File: src/rtl/seg7_capture_if.sv
// Display read-back bus plus frame handshake for seg7_capture.
// master = the capture block, slave = the frame consumer / display driver side.
interface seg7_capture_if #(
  parameter int DIGITS = 4
);
  logic [6:0]          seg_n;
  logic [DIGITS-1:0]   an_n;
  logic [4*DIGITS-1:0] value;
  logic [DIGITS-1:0]   err;
  logic                frame_valid;
  logic                frame_ready;
  logic                overrun;

  modport master (
    input  seg_n,
    input  an_n,
    input  frame_ready,
    output value,
    output err,
    output frame_valid,
    output overrun
  );

  modport slave (
    output seg_n,
    output an_n,
    output frame_ready,
    input  value,
    input  err,
    input  frame_valid,
    input  overrun
  );
endinterface

File: src/rtl/seg7_capture.sv
// Recovers hex digits from a multiplexed active-low 7-segment bus into valid/ready frames.
// Optional macro SEG7_CAPTURE_ALT_GLYPH_EN accepts two alternate glyphs for 9 and 7.
module seg7_capture #(
  parameter int DIGITS        = 4,
  parameter int STABLE_CYCLES = 8
) (
  input  logic         clk,
  input  logic         resetn,
  seg7_capture_if.master bus
);
  localparam int              W        = 7 + DIGITS;
  localparam logic [7:0]      CNT_MAX  = 8'(STABLE_CYCLES);
  localparam logic [7:0]      CNT_ARM  = 8'(STABLE_CYCLES - 2);

  // Returns {err, nibble} for an active-high gfedcba pattern.
  function automatic logic [4:0] decode(input logic [6:0] pat);
    logic [4:0] r;
    r = 5'h10;
    case (pat)
      7'b0111111: r = 5'h00;
      7'b0000110: r = 5'h01;
      7'b1011011: r = 5'h02;
      7'b1001111: r = 5'h03;
      7'b1100110: r = 5'h04;
      7'b1101101: r = 5'h05;
      7'b1111101: r = 5'h06;
      7'b0000111: r = 5'h07;
      7'b1111111: r = 5'h08;
      7'b1101111: r = 5'h09;
      7'b1110111: r = 5'h0A;
      7'b1111100: r = 5'h0B;
      7'b0111001: r = 5'h0C;
      7'b1011110: r = 5'h0D;
      7'b1111001: r = 5'h0E;
      7'b1110001: r = 5'h0F;
`ifdef SEG7_CAPTURE_ALT_GLYPH_EN
      7'b1100111: r = 5'h09;
      7'b0100111: r = 5'h07;
`endif
      default:    r = 5'h10;
    endcase
    return r;
  endfunction

  logic [W-1:0]        sync1_reg, sync2_reg, prev_reg;
  logic [7:0]          cnt_reg, cnt_next;
  logic                same;
  logic [DIGITS-1:0]   sel;
  logic                one_hot;
  logic                capture;
  logic [4:0]          dec;

  always_ff @(posedge clk or negedge resetn) begin
    if (!resetn) begin
      sync1_reg <= '1;
      sync2_reg <= '1;
      prev_reg  <= '1;
      cnt_reg   <= '0;
    end else begin
      sync1_reg <= {bus.an_n, bus.seg_n};
      sync2_reg <= sync1_reg;
      prev_reg  <= sync2_reg;
      cnt_reg   <= cnt_next;
    end
  end

  assign same = (sync2_reg == prev_reg);

  always_comb begin
    cnt_next = 8'd0;
    if (same)
      cnt_next = (cnt_reg == CNT_MAX) ? CNT_MAX : cnt_reg + 8'd1;
  end

  assign sel     = ~sync2_reg[W-1:7];
  assign one_hot = (sel != '0) && ((sel & (sel - DIGITS'(1))) == '0);
  // Fires only on the step into STABLE_CYCLES-1, so a held pattern captures once.
  assign capture = same && (cnt_reg == CNT_ARM) && one_hot;
  assign dec     = decode(~sync2_reg[6:0]);

  logic [3:0]          stage_val_reg [DIGITS];
  logic                stage_err_reg [DIGITS];
  logic                seen_reg      [DIGITS];
  logic [4*DIGITS-1:0] stage_val_vec;
  logic [DIGITS-1:0]   stage_err_vec;
  logic [DIGITS-1:0]   seen_vec;
  logic                frame_done;

  assign frame_done = &seen_vec;

  genvar gi;
  generate
    for (gi = 0; gi < DIGITS; gi++) begin : g_stage
      always_ff @(posedge clk or negedge resetn) begin
        if (!resetn) begin
          stage_val_reg[gi] <= 4'd0;
          stage_err_reg[gi] <= 1'b0;
          seen_reg[gi]      <= 1'b0;
        end else if (capture && sel[gi]) begin
          stage_val_reg[gi] <= dec[3:0];
          stage_err_reg[gi] <= dec[4];
          seen_reg[gi]      <= 1'b1;
        end else if (frame_done) begin
          seen_reg[gi]      <= 1'b0;
        end
      end
      assign stage_val_vec[4*gi +: 4] = stage_val_reg[gi];
      assign stage_err_vec[gi]        = stage_err_reg[gi];
      assign seen_vec[gi]             = seen_reg[gi];
    end
  endgenerate

  logic [4*DIGITS-1:0] value_reg, value_next;
  logic [DIGITS-1:0]   err_reg, err_next;
  logic                valid_reg, valid_next;
  logic                overrun_reg, overrun_next;
  logic                accept;
  logic                slot_free;

  assign accept    = valid_reg && bus.frame_ready;
  assign slot_free = !valid_reg || bus.frame_ready;

  always_comb begin
    value_next   = value_reg;
    err_next     = err_reg;
    valid_next   = valid_reg;
    overrun_next = overrun_reg;
    if (accept) begin
      valid_next   = 1'b0;
      overrun_next = 1'b0;
    end
    if (frame_done) begin
      if (slot_free) begin
        value_next = stage_val_vec;
        err_next   = stage_err_vec;
        valid_next = 1'b1;
      end else begin
        overrun_next = 1'b1;
      end
    end
  end

  always_ff @(posedge clk or negedge resetn) begin
    if (!resetn) begin
      value_reg   <= '0;
      err_reg     <= '0;
      valid_reg   <= 1'b0;
      overrun_reg <= 1'b0;
    end else begin
      value_reg   <= value_next;
      err_reg     <= err_next;
      valid_reg   <= valid_next;
      overrun_reg <= overrun_next;
    end
  end

  assign bus.value       = value_reg;
  assign bus.err         = err_reg;
  assign bus.frame_valid = valid_reg;
  assign bus.overrun     = overrun_reg;
endmodule
File: src/flat_wrapper.sv
// flat-port wrapper written by rule: the top's interface ports become plain ports
module seg7_capture_flat 
#(
  parameter int DIGITS        = 4,
  parameter int STABLE_CYCLES = 8
)
  (clk, resetn, bus_seg_n, bus_an_n, bus_frame_ready, bus_value, bus_err, bus_frame_valid, bus_overrun);
  seg7_capture_if #(.DIGITS(DIGITS)) bus_i ();
  input  logic clk;
  input  logic resetn;
  input wire logic [$bits(bus_i.seg_n)-1:0] bus_seg_n;
  input wire logic [$bits(bus_i.an_n)-1:0] bus_an_n;
  input wire logic [$bits(bus_i.frame_ready)-1:0] bus_frame_ready;
  output wire logic [$bits(bus_i.value)-1:0] bus_value;
  output wire logic [$bits(bus_i.err)-1:0] bus_err;
  output wire logic [$bits(bus_i.frame_valid)-1:0] bus_frame_valid;
  output wire logic [$bits(bus_i.overrun)-1:0] bus_overrun;
  assign bus_i.seg_n = bus_seg_n;
  assign bus_i.an_n = bus_an_n;
  assign bus_i.frame_ready = bus_frame_ready;
  assign bus_value = bus_i.value;
  assign bus_err = bus_i.err;
  assign bus_frame_valid = bus_i.frame_valid;
  assign bus_overrun = bus_i.overrun;
  seg7_capture #(.DIGITS(DIGITS), .STABLE_CYCLES(STABLE_CYCLES)) u_core (.clk(clk), .resetn(resetn), .bus(bus_i));
endmodule
File: config.mk
export PLATFORM = sky130hd
export DESIGN_NAME = seg7_capture_flat
export DESIGN_NICKNAME = d
export VERILOG_FILES = /design/src/rtl/seg7_capture_if.sv /design/src/rtl/seg7_capture.sv /design/src/flat_wrapper.sv
export SDC_FILE = /design/constraint.sdc
export NUM_CORES = 1
export LEC_CHECK = 0
export CAP_MARGIN = 20
export CORE_MARGIN = 5
export CORE_UTILIZATION = 25
export CTS_BUF_LIST = sky130_fd_sc_hd__clkbuf_8
export CTS_CLUSTER_DIAMETER = 200
export DETAILED_ROUTE_END_ITERATION = 8
export PLACE_DENSITY = 0.46
export RECOVER_POWER = 50
export REMOVE_ABC_BUFFERS = 1
export SYNTH_ARGS = -nofsm -noshare
export SYNTH_HDL_FRONTEND = slang
export SYNTH_SLANG_ARGS = --single-unit
File: constraint.sdc
create_clock -name clk -period 3 [get_ports clk]
set_input_delay 0.6 -clock clk [delete_from_list [all_inputs] [get_ports clk]]
set_output_delay 0.6 -clock clk [all_outputs]
set_load 0.005 [all_outputs]
* Yosys cells after proc, flatten, opt, wreduce, memory -nomap -nowiden *
Cells that the tools add are included.

word-level totals
  register bits after elaboration = 87
  bits in latches = 0
  memory bits (writable) = 0
  bits in read-only memories = 0
  bits of input ports = 14
  word-level logic and storage cells = 76
  memories = 0

operators by class
  $add $sub $neg = 2
  multiply operators = 0
  divide/modulo/power cells = 0
  order comparisons = 0
  equality and inequality tests = 19
  shifts and indexed selects = 0
  mux-type cells = 14
  bitwise gates (word level) = 3
  reduce and logical (&&, ||, !) cells = 18

operators by type and width
  operator               number
  $eq A7 B7 Y1 const B   12
  $pmux W5 S16           1
  $mux W8                2
  $eq A7 B3 Y1 const B   2
  $eq A7 B6 Y1 const B   2
  $eq A11 B11 Y1         1
  $mux W1                11
  $add A8 B1 Y8 const B  1
  $eq A8 B3 Y1 const B   1
  $eq A8 B4 Y1 const B   1
  $logic_and A1 B1 Y1    8
  $reduce_bool A2 Y1     4
  $not A7 Y7             1
  $reduce_and A5 Y1      1
  $and A4 B4 Y4          1
  $logic_not A4 Y1       1
  $not A4 Y4             1
  $reduce_and A4 Y1      1
  $reduce_bool A4 Y1     1
  $sub A4 B1 Y4 const B  1
  $logic_not A1 Y1       1
  $logic_or A1 B1 Y1     1

* Logic depth before layout (Yosys ltp) *
Gate-level depths: netlist (run 1).

  word-level depth = 8
  gate-level depth with buffers = 7

* Least setup slack after synthesis (run 1) *
OpenSTA, ideal clock, no wires.

  path kind = flip-flop to flip-flop
  start point = register u_core.cnt_reg[5]
  end point = register u_core.stage_err_reg[3] (netlist bit)
  library setup time = 125 ps
  arrival = 2116 ps
  setup slack = 759 ps
  stages on the path, launching flop included = 5
  buffers on the path = 0
  period minus slack after synthesis = 2241 ps
  cells stage by stage = dfrtp_1 or4_1 or4_4 nor3_4 mux2_2

on the way
  word-level cells in the longest chain between the ends = 4

ends and longest elaborated chain
  what                               RTL line             source
  from (decl)                        seg7_capture.sv:46   logic [7:0] cnt_reg, cnt_next;
  from (signal assigned)             seg7_capture.sv:63   cnt_reg <= cnt_next;
  $eq A8 B3 Y1                       seg7_capture.sv:78   assign capture = same && (cnt_reg == CNT_ARM) && one_hot;
  $logic_and A1 B1 Y1 (2 in series)  seg7_capture.sv:78
  $logic_and A1 B1 Y1                seg7_capture.sv:99   end else if (capture && sel[gi]) begin
  to (signal, indexed assignment)    seg7_capture.sv:101  stage_err_reg[gi] <= dec[4];
  to (decl)                          seg7_capture.sv:82   logic stage_err_reg [DIGITS];

Every way passes these cells.
A chain may end at the register's enable or synchronous reset.

* Worst setup path in the final report (run 1) *
  start point = register u_core.cnt_reg[5]
  end point = register u_core.stage_val_reg[2] (netlist bit)

on the way
  word-level cells in the longest chain between the ends = 4

ends and longest elaborated chain
  what                               RTL line             source
  $eq A8 B3 Y1                       seg7_capture.sv:78
  $logic_and A1 B1 Y1 (2 in series)  seg7_capture.sv:78
  $logic_and A1 B1 Y1                seg7_capture.sv:99
  to (signal, indexed assignment)    seg7_capture.sv:100  stage_val_reg[gi] <= dec[3:0];
  to (decl)                          seg7_capture.sv:81   logic [3:0] stage_val_reg [DIGITS];

Every way passes these cells.

==> results of run 1 <==
## cells in the mapped netlist, types with 2 or more instances
cell | count | area [µm²]
and4b_1 | 3 | 30.0
inv_1 | 6 | 22.5
nor4b_1 | 2 | 17.5
a21oi_1 | 5 | 25.0
and3_1 | 3 | 18.8
nand4b_1 | 2 | 17.5
nor2_1 | 12 | 45.0
a21o_1 | 4 | 30.0
nor4_1 | 4 | 25.0
clkbuf_1 | 9 | 33.8
ha_1 | 3 | 37.5
nand3_1 | 10 | 50.1
xor2_1 | 17 | 149
mux2_2 | 39 | 439
dfrtp_1 | 54 | 1350
or2_2 | 2 | 12.5
nor3_1 | 4 | 20.0
or4_1 | 2 | 15.0
nor2b_1 | 3 | 18.8
nand4_1 | 2 | 12.5
nor3_4 | 4 | 65.1
o21ai_0 | 5 | 25.0
dfstp_2 | 33 | 867
o21a_1 | 2 | 15.0
nand2_1 | 4 | 15.0
mux2_1 | 2 | 22.5
## power by group through the flow
stage | Combinational, µW | Sequential (µW) | Clock [µW]
2_1_floorplan | 31.8 | 1260 | 0
3_3_place_gp | 89.0 | 1270 | 0
3_5_place_dp | 89.5 | 1270 | 0
4_1_cts | 90.0 | 1250 | 920
5_1_grt | 92.3 | 1250 | 963
6_report | 80.6 | 1240 | 876
## cell type report
type / count / area (µm²) / area share, %
Clock buffer: 9 / 124 / 2.90
Clock inverter: 7 / 87.6 / 2.05
Inverter: 6 / 22.5 / 0.527
Multi-Input combinational cell: 147 / 1210 / 28.4
Sequential cell: 87 / 2220 / 51.9
Tap cell: 180 / 225 / 5.27
Timing Repair Buffer: 40 / 379 / 8.88
## per-stage QoR
stage	cell area [µm²]	hold WS [ns]	setup WS, ns	std cells	total power (µW)
after floorplan	3450	0.304	0.759	240	1290
after global placement	4080	0.345	0.632	460	1360
after detailed placement	4080	0.347	0.606	460	1360
after CTS	4290	0.115	0.578	476	2260
after global routing	4270	0.368	0.368	476	2300
final	4270	0.362	0.594	476	2200
## cell usage in the layout, fill, tap and decap left out, types with 3 or more instances in the layout
master           instances
dfstp_2                 22
and3_1                   3
nand2_1                  4
clkinv_2                 3
clkdlybuf4s50_1         23
a21oi_1                  5
dfrtp_1                 54
nand3_1                 10
ha_1                     3
dfstp_1                 11
nor3_1                   4
nor3_4                   4
clkbuf_8                 9
dlygate4sd3_1           11
inv_1                    7
a21o_1                   4
nor2b_1                  3
mux2_2                  39
nor2_1                  12
and4b_1                  3
nor4_1                   4
xor2_1                  17
o21ai_0                  5
buf_4                    4
## routing by layer
layer	vias to the layer above	share of wire, %	track usage, %
met5	-	0	0
met1	1023	50	12.3
li1	965	-	-
met3	10	4.5	2.96
met4	0	1.8	3.93
met2	33	44	12.0
## worst paths after layout
| kind | end | from | slack [ns] | cells past startpoint |
|---|---|---|---|---|
| worst max-delay path | u_core.stage_val_reg[2]$_DFFE_PN0P_ | u_core.cnt_reg[5]$_DFF_PN0_ | 0.59 | 4 |
| worst min-delay path | u_core.sync2_reg[7]$_DFF_PN1_ | u_core.sync1_reg[7]$_DFF_PN1_ | 0.36 | 0 |
| worst max register to register | u_core.stage_val_reg[2]$_DFFE_PN0P_ | u_core.cnt_reg[5]$_DFF_PN0_ | 0.59 | 4 |
| worst min register to register | u_core.sync2_reg[7]$_DFF_PN1_ | u_core.sync1_reg[7]$_DFF_PN1_ | 0.36 | 0 |
| max in group asynchronous | u_core.bus.value[15]$_DFFE_PN0P_ | resetn | 0.88 | 2 |
| min in group asynchronous | u_core.bus.value[0]$_DFFE_PN0P_ | resetn | 0.49 | 1 |
## kinds of logic after synthesis
| family | share of synthesized area [%] |
|---|---|
| xor+xnor | 4.51 |
| buf+inv | 1.75 |
| mux | 13.2 |
| simple gates | 11.6 |
| compound gates | 4.33 |
| fa+ha+maj | 1.07 |
| flops | 63.5 |
==> metrics.txt, run 1 <==
CP cell instances=or4_1 > or4_4 > nor3_4 > mux2_2; clk buf depth=2; hold buffer count at CTS=0; register area share after synthesis=63.5%; ANT nets after route=0; Switching Fraction=22.2%; power per cell area=515 nW/µm²; WP data required=3.25 ns; average wire per standard cell=14.2 µm; vias per cell=4.27; Comb pwr share=3.7%; Post-synth EDFFs=0; Tmin final=2.41 ns; GP Congestion=0.705; HPWL after DPL=4.64 mm; FFs w/ async S/R, synth=100%; DIE HEIGHT=128 µm; critical path class=reg -> reg; Vias=2031; f_max=416 MHz; global-route wire length before repair=11.0 mm; Antenna Cells=0; internal power=1710 µW; #FFs+latches synth=87; Tightest Pin Transition=1.25 ns; number of global-route vias before repair=2053; Syn Area/Cell=14.0 µm²; VDD IR-drop max=0.280 mV; Final period util=80.2%; Buf+Inv Stages, Crit Path=0; # nets final=308; root buffer cell=clkbuf_8; critical path endpoint category=register; Critical Path AT=2.65 ns; starting density of the core=25.4%; num ports=36; Layout fillers=1439; Yosys warnings=0; Mapped Area=3490 µm²; Top delay family on crit path=simple AND/OR/NAND/NOR gates; Clock H-tree levels=3; largest net degree at the start of global routing=42; share of cells above drive strength 1=30.1%; setup TNS=0 ns; die span in x=128 µm; P_leak=0.00191 µW; gr ovfl total=0; setup violators final=0; sequential power share=56.5%; DR iter-0 viols=36; CP max-delay cell=or4_4; Hold Path Class=reg -> reg; Slew Viols, Final=0; antenna violations before repair=0; max incr delay on CP=0.62 ns; clock share of power=39.9%; core footprint=13800 µm²; Total Routed Length=6.74 mm; Post-CTS Setup Inserts=0; clk sinks=87; port bufs=35; post-synthesis instance total=250; later-pin clock latency in the skew report=0.36 ns; Worst setup SP type=register; Final Hold Viols=0; Clock Skews=0.0115 ns; post-cts repair resize count=0; max_cap viols=0; RSZ-0062 raised after global routing=false; P&R area growth vs syn=22.2%; Finished Core Util=31.0%; # DRC=0; Unique masters post-synth=40; Critical Path Fanout Max=6; status=finished clean; CTS tree=yes; FP Rows=43; clock buffer count from CTS=9; prevailing post-synth register cell=dfrtp_1; DRT Pass-1 Iters=4; clock-pin slew on the worst setup and hold paths=0.09 ns; P_sw=488 µW; die area=16400 µm²; All-Layer GR Usage=8.71%; worst relative slew slack=16.6%
(Power assumes the default switching activity.)
==> inputs of run 2 (changes only) <==
- clock period: 3 -> 2.5 ns (I/O delays scaled with it)
==> run 2 against run 1 <==
The flow now finishes with violations (max-capacitance violations, max-slew violations). Count of clock-buffer cells in the layout grew 1. Maximum frequency grew 1.0%. Critical path type unchanged. Largest power group unchanged. Core utilization is essentially flat.
==> metrics.txt, run 2 (synthesis gave the netlist of run 1 again) <==
status=complete, but fails checks; failing checks=max-capacitance violations, max-slew violations; All-Layer GR Usage=9.26% (+0.54 points); critical path endpoint category=register; power per cell area=604 nW/µm² (+17%); CTS tree=yes; clock-pin slew on the worst setup and hold paths=0.08 ns (about the same); Tmin final=2.38 ns (-0.0247 ns); ANT nets after route=0 (unchanged); max_cap viols=1 (+1); gr ovfl total=0 (unchanged); setup TNS=0 ns (unchanged); later-pin clock latency in the skew report=0.36 ns (about the same); die area=16400 µm² (unchanged); Final Cell Area=4270 µm² (about the same); clk buf depth=2 (unchanged); Final Hold Viols=0 (unchanged); FP Rows=43 (unchanged); Critical Path Fanout Max=6 (unchanged); Cells after DPL=462 (+0.43%); worst relative slew slack=-17.6% (-34 points); starting density of the core=25.4% (unchanged); Final period util=95.2% (+15 points); Placed Area=4090 µm² (+0.37%); Total Routed Length=6.93 mm (+2.8%); die span in x=128 µm (unchanged); DR iter-0 viols=95 (+160%); hold buffer count at CTS=0 (unchanged); Hold Path Class=reg -> reg; share of cells above drive strength 1=32.2% (+2.1 points); R2R cell count=4 (unchanged); DRT Pass-1 Iters=4 (unchanged); average wire per standard cell=14.5 µm (+2.3%); Clock H-tree levels=3 (unchanged); WP data required=2.75 ns (-0.50 ns); Vias=2076 (+2.2%); clock buffer count from CTS=9 (unchanged); RR Endpoint=u_core.stage_val_reg[9]$_DFFE_PN0P_; Finished Core Util=31.0% (about the same); P&R area growth vs syn=22.3% (about the same); num ports=36 (unchanged); clk sinks=87 (unchanged); Final Non-Filler Cells=478 (+0.42%); Setup crit start=u_core.cnt_reg[5]$_DFF_PN0_; core footprint=13800 µm² (unchanged); Tightest Pin Transition=1.76 ns (+0.512 ns); Clock Skews=0.00791 ns (-0.00360 ns); Worst setup SP type=register; most frequent cells in the layout=54 x dfrtp_1, 39 x mux2_2, 27 x dfstp_2, 23 x clkdlybuf4s50_1, 17 x xor2_1; antenna violations before repair=0 (unchanged); root buffer cell=clkbuf_8; VDD IR-drop max=0.342 mV (+22%); total power=2580 µW (+17%); most common cell after layout, fill and taps aside=dfrtp_1; vias per cell=4.34 (+1.8%); Post-CTS Setup Inserts=0 (unchanged); HPWL after DPL=4.64 mm (about the same); # nets final=310 (+0.65%); number of global-route vias before repair=2057 (+0.19%); post-cts repair resize count=0 (unchanged); setup violators final=0 (unchanged); GP Congestion=0.728 (+3.2%); # DRC=0 (unchanged); DIE HEIGHT=128 µm (unchanged); P_leak=0.00191 µW (+0.27%); critical path class=reg -> reg; largest net degree at the start of global routing=35 (-17%); Critical Path AT=2.63 ns (-0.02 ns); Antenna Cells=0 (unchanged); port bufs=35 (unchanged); reg-to-reg critical path startpoint=u_core.cnt_reg[5]$_DFF_PN0_; crit path to=u_core.stage_val_reg[9]$_DFFE_PN0P_; Slew Viols, Final=34 (+34); f_max=420 MHz (+1.0%); r2r setup slk=0.12 ns (-0.48 ns); global-route wire length before repair=11.6 mm (+5.8%); RSZ-0062 raised after global routing=false
==> run 2: worst min path at each step <==
| stage | from | endpoint | cells past startpoint |
|---|---|---|---|
| finish | u_core.sync1_reg[2]$_DFF_PN1_ | u_core.sync2_reg[2]$_DFF_PN1_ | 0 |
| global route | u_core.sync1_reg[2]$_DFF_PN1_ | u_core.sync2_reg[2]$_DFF_PN1_ | 0 |
| CTS | resetn | u_core.cnt_reg[4]$_DFF_PN0_ | 1 |
| detailed placement | u_core.sync1_reg[4]$_DFF_PN1_ | u_core.sync2_reg[4]$_DFF_PN1_ | 0 |
| global placement | u_core.sync1_reg[0]$_DFF_PN1_ | u_core.sync2_reg[0]$_DFF_PN1_ | 0 |
| floorplan | resetn | u_core.bus.err[0]$_DFFE_PN0P_ | 0 |
==> run 2: metal layers <==
metal  global-route usage [%]  vias to the layer above  routed length [µm]
met3                     4.08                        6                 440
li1                         -                      971                   -
met5                        0                        -                   0
met1                     12.8                     1047                3400
met2                     12.9                       52                3030
met4                     3.00                        0                  58
==> run 2: area by class of cell <==
cell class                      instances  area [µm²]
Sequential cell                        87        2220
Fill cell                            1415        9500
Clock buffer                           10         138
Multi-Input combinational cell        147        1210
Timing Repair Buffer                   42         394
Clock inverter                          6        61.3
Inverter                                6        22.5
Tap cell                              180         225
==> run 2: through the flow <==
| step | setup WS (ns) | hold slack (ns) |
|---|---|---|
| after global placement | 0.128 | 0.346 |
| after global routing | 0.0245 | 0.353 |
| final | 0.119 | 0.354 |
| after floorplan | 0.259 | 0.204 |
| after CTS | 0.119 | 0.0665 |
| after detailed placement | 0.121 | 0.347 |
==> run 2: power breakdown <==
| part | total [µW] | internal (µW) | switching, µW |
|---|---|---|---|
| combinational | 104 | 44.5 | 59.4 |
| sequential | 1490 | 1450 | 32.4 |
| clock | 991 | 486 | 505 |
| total | 2580 | 1990 | 597 |
==> run 2: critical path: stages, from the launching register on <==
cell and delay, ns:
dfrtp_1 0.41, or4_1 0.57, or4_4 0.62, nor3_4 0.30, mux2_2 0.38
